**config.mk**
```make
export PLATFORM = sky130hd
export DESIGN_NAME = acc_link_seq
export DESIGN_NICKNAME = d
export VERILOG_FILES = /design/src/rtl/acc_link_seq.sv
export SDC_FILE = /design/constraint.sdc
export NUM_CORES = 1
export LEC_CHECK = 0
export CORE_ASPECT_RATIO = 2
export CORE_UTILIZATION = 44
export CTS_CLUSTER_SIZE = 30
export DETAILED_ROUTE_END_ITERATION = 10
export PLACE_DENSITY = 0.77
export REMOVE_ABC_BUFFERS = 1
export SLEW_MARGIN = 5
export SYNTH_ARGS = -nofsm -noshare
export SYNTH_HDL_FRONTEND = slang
export SYNTH_SLANG_ARGS = --single-unit
```
**constraint.sdc**
```tcl
create_clock -name CLK -period 2.1 [get_ports CLK]
set_clock_uncertainty 0.2 [all_clocks]
set_input_delay 0.315 -clock CLK [delete_from_list [all_inputs] [get_ports CLK]]
set_output_delay 0.315 -clock CLK [all_outputs]
set_load 0.01 [all_outputs]
```
**src/rtl/acc_link_seq.sv**
```systemverilog
// Accumulator/link register with a sequenced group-1 micro-op engine.
// Optional feature: define ACC_BSW_EN to make a lone BSW swap the AC halves.
module acc_link_seq (
  input  logic        CLK,
  input  logic        RESET_,
  input  logic [11:0] SUM,
  input  logic        CARRY,
  input  logic [11:0] LOGIC,
  input  logic        LD_ADD,
  input  logic        LD_AND,
  input  logic        CLR_AC,
  input  logic [7:0]  OPR,
  input  logic        OPR_START,
  output logic [11:0] AC,
  output logic        LINK,
  output logic        BUSY,
  output logic        DONE
);

  localparam int unsigned W  = 12;
  localparam int unsigned OW = 8;

  localparam logic [2:0] S_IDLE = 3'd0;
  localparam logic [2:0] S_CLR  = 3'd1;
  localparam logic [2:0] S_CMP  = 3'd2;
  localparam logic [2:0] S_INC  = 3'd3;
  localparam logic [2:0] S_ROT1 = 3'd4;
  localparam logic [2:0] S_ROT2 = 3'd5;
  localparam logic [2:0] S_FIN  = 3'd6;

  localparam int unsigned B_CLA = 7;
  localparam int unsigned B_CLL = 6;
  localparam int unsigned B_CMA = 5;
  localparam int unsigned B_CML = 4;
  localparam int unsigned B_RAR = 3;
  localparam int unsigned B_RAL = 2;
  localparam int unsigned B_BSW = 1;
  localparam int unsigned B_IAC = 0;

  logic [2:0]    state_q, state_d;
  logic [OW-1:0] opr_q, opr_d;
  logic [W-1:0]  ac_q, ac_d;
  logic          link_q, link_d;
  logic          busy_q, busy_d;
  logic          done_q, done_d;

  logic [W:0]    inc_c;
  logic          one_rot_c;

  assign inc_c     = {1'b0, ac_q} + (W+1)'(1);
  assign one_rot_c = opr_q[B_RAR] ^ opr_q[B_RAL];

  // Next-state, writeback and micro-op datapath.
  always_comb begin
    state_d = state_q;
    opr_d   = opr_q;
    ac_d    = ac_q;
    link_d  = link_q;
    case (state_q)
      S_IDLE: begin
        if (OPR_START) begin
          opr_d   = OPR;
          state_d = S_CLR;
        end else if (LD_ADD) begin
          ac_d   = SUM;
          link_d = link_q ^ CARRY;
        end else if (LD_AND) begin
          ac_d = LOGIC;
        end else if (CLR_AC) begin
          ac_d = '0;
        end
      end
      S_CLR: begin
        if (opr_q[B_CLA]) ac_d = '0;
        if (opr_q[B_CLL]) link_d = 1'b0;
        state_d = S_CMP;
      end
      S_CMP: begin
        if (opr_q[B_CMA]) ac_d = ~ac_q;
        if (opr_q[B_CML]) link_d = ~link_q;
        state_d = S_INC;
      end
      S_INC: begin
        if (opr_q[B_IAC]) begin
          ac_d   = inc_c[W-1:0];
          link_d = link_q ^ inc_c[W];
        end
        state_d = S_ROT1;
      end
      S_ROT1, S_ROT2: begin
        // RAR with RAL cancels out; BSW with a single rotate repeats it once.
        if (opr_q[B_RAR] && !opr_q[B_RAL]) begin
          link_d = ac_q[0];
          ac_d   = {link_q, ac_q[W-1:1]};
        end else if (opr_q[B_RAL] && !opr_q[B_RAR]) begin
          link_d = ac_q[W-1];
          ac_d   = {ac_q[W-2:0], link_q};
        end
`ifdef ACC_BSW_EN
        else if (opr_q[B_BSW] && !opr_q[B_RAR] && !opr_q[B_RAL] && (state_q == S_ROT1)) begin
          ac_d = {ac_q[5:0], ac_q[11:6]};
        end
`endif
        if (state_q == S_ROT1 && opr_q[B_BSW] && one_rot_c) state_d = S_ROT2;
        else state_d = S_FIN;
      end
      S_FIN:   state_d = S_IDLE;
      default: state_d = S_IDLE;
    endcase
    busy_d = (state_d != S_IDLE) && (state_d != S_FIN);
    done_d = (state_d == S_FIN);
  end

  always_ff @(posedge CLK or negedge RESET_) begin
    if (!RESET_) begin
      state_q <= S_IDLE;
      opr_q   <= '0;
      ac_q    <= '0;
      link_q  <= 1'b0;
      busy_q  <= 1'b0;
      done_q  <= 1'b0;
    end else begin
      state_q <= state_d;
      opr_q   <= opr_d;
      ac_q    <= ac_d;
      link_q  <= link_d;
      busy_q  <= busy_d;
      done_q  <= done_d;
    end
  end

  assign AC   = ac_q;
  assign LINK = link_q;
  assign BUSY = busy_q;
  assign DONE = done_q;

endmodule

```
==> reports/metrics.cfg <==
[clock_network]
clk_pin_slew_ps=90
clk_latency_ps=270
cts.path.max_buffers=2
numCtsBuffers=3
cts_setup_buffers=0
cts_sinks=26
tritoncts=done
htree_levels=1
cts_root_buf=clkbuf_8

[timing]
min_period_over_period_pct=96.9
whs_ps=218
worst_pin_slew_ps=378
finalSetupViolCount=0
timing_hold_violations_final=0
slew_headroom_pct=74.5
max_freq_mhz=491
period_needed_ps=2040
fin_setup_tns_ps=0
drv_slew=0

[floorplanning]
core-area_sq_um=4340
die_y_microns=97.0
rows=34
start_util_pct=45.7
dieArea_sq_um=4800
io_pins=54
die_x_microns=49.5

[synthesis]
synth-edff-count=0
yosysTopAreaCellShare_pct=32.8
ys.flop_type=dfrtp_1
synth_area_leaders=dfrtp_1 (33%), mux2_2 (6.8%), a21oi_1 (5.0%)
yosys_warnings=0
synth.avg_cell_area_sq_um=8.59
netlist_top_cells_count=dfrtp_1 (26), nand2_1 (22), a21oi_1 (20), o21ai_0 (20), mux2_2 (12)
synth.most_common_cell=dfrtp_1
netlist_instances=231
ys_ff_latch=26
ys_types=50
syn_area_sq_um=1980
yosysSeqAreaShare_pct=32.8
synth_top_area_cell=dfrtp_1
async_reset_ff_share_pct=100

[power_and_ir_drop]
powerDensity_nw_per_um2=1580
vdd_ir_drop_max_v=0.000916
p_leak_uw=0.00119

[final_layout]
utilization_pct=65.8
fin_cells=363
syn_to_final_growth_pct=43.9
fill_cells=390
antennaDiodeCount=0
regArea_sq_um=653
drive_above_1_share_pct=21.4
multi_input_area_sq_um=1220
layout.nets=352

[outcome]
outcome=finished clean

[drt]
drt_first_iter_violations=79
drt_wl_total_microns=6360
routedWlPerCell_microns=17.5
dr.pass1.iters=4
drc=0
detail-route-antenna-nets=0
via_per_inst=5.97
num_vias=2168

[worst_setup_path]
cp-start-kind=flop
critPathKind=reg2reg
worstReg2RegStart=state_q[1]$_DFF_PN0_
cp_data_arrival_time_ps=1990
critical_path.max_fanout=15
critPathCaptureType=flop
reg2reg_slack_ps=60
worstReg2RegEnd=AC[2]$_DFFE_PN0P_
rr_worst_depth=6
worstPathRequired_ps=2060

[global_route]
grt_pass1_vias=2239
grt_pass1_wl_microns=10300
grt_max_degree=27
grt_util_all_layers_pct=28.2
antenna_found_initial=0
grt-ovfl-total=0

[place]
place.gp.congestion=0.960
hpwlAfterDp_microns=5000
dp.cells=360
numPortBuffers=53

[worst_hold_path]
hold_path_class=in2async

[job]
drv_cap=0

-- layer usage --
metal  vias to the layer above  track usage [%]  share of wire, %
li1                       1028                -                 -
met1                      1044             29.7                37
met2                        82             51.7                55
met3                        14             2.52               4.0
met4                         0             17.1               3.7
met5                         -                0                 0
-- sequential cells by signal, indices dropped and copies added, names as in the netlist --
signal and flops:
DONE 1, BUSY 1, LINK 1, AC 12
state_q 3, opr_q 8
-- layout make-up --
type | instances | share of cell area, %
sequential | 26 | 22.9
tap | 54 | 2.37
multi-input combinational | 178 | 42.8
inverter | 9 | 1.18
timing repair buffer | 93 | 29.3
clock buffer | 3 | 1.45
-- critical path, cell delays in order (launching register included) --
cell and delay, ps:
dfrtp_2 530, nor4b_4 300, nand3b_1 210, a21oi_4 70, buf_4 140, buf_4 150
a221o_1 320
-- worst max-delay path by stage --
stage,startpoint,to,depth (start not counted)
floorplan,state_q[1]$_DFF_PN0_,AC[2]$_DFFE_PN0P_,5
global placement,LD_AND,AC[10]$_DFFE_PN0P_,6
detailed placement,LD_AND,AC[6]$_DFFE_PN0P_,7
CTS,opr_q[2]$_DFFE_PN0P_,AC[3]$_DFFE_PN0P_,7
global route,state_q[1]$_DFF_PN0_,AC[10]$_DFFE_PN0P_,5
finish,state_q[1]$_DFF_PN0_,AC[2]$_DFFE_PN0P_,6
-- power breakdown --
group	total, uW	internal (uW)	switching, uW
clock network	286	129	157
registers	1070	763	307
logic	3170	1650	1510
-- cell usage in the layout, fill, tap and decap left out, types with 8 or more instances in the layout --
| master | instances |
|---|---|
| o21ai_0 | 20 |
| a22oi_1 | 8 |
| a21oi_1 | 20 |
| clkdlybuf4s50_1 | 52 |
| nor2_1 | 11 |
| buf_4 | 39 |
| mux2i_1 | 8 |
| nand2_1 | 22 |
| mux2_2 | 12 |
| dfrtp_1 | 24 |
-- cell families after synthesis --
kind of cell / synth area share [%]
buffers and inverters: 7.00
and+or+nand+nor: 17.0
muxes: 10.8
adders and majority gates: 1.26
AOI/OAI and AO/OA: 31.1
DFF: 32.8
-- per-stage QoR --
step	total power [uW]	area (sq um)	setup slack (ps)
after floorplan	2730	1880	-400
after global placement	4060	2780	-300
after detailed placement	4140	2780	-351
after CTS	4430	2820	17.2
after global routing	4850	2860	-56.5
final	4520	2860	64.6
-- timing repair --
| action | CTS | global route |
|---|---|---|
| setup endpoints to repair | 9 | 13 |
| gates resized for setup | 2 | 9 |
| hold buffers | 0 | 0 |
| pin swaps | 0 | 1 |
Note: power is estimated with default switching activity, not from simulation.
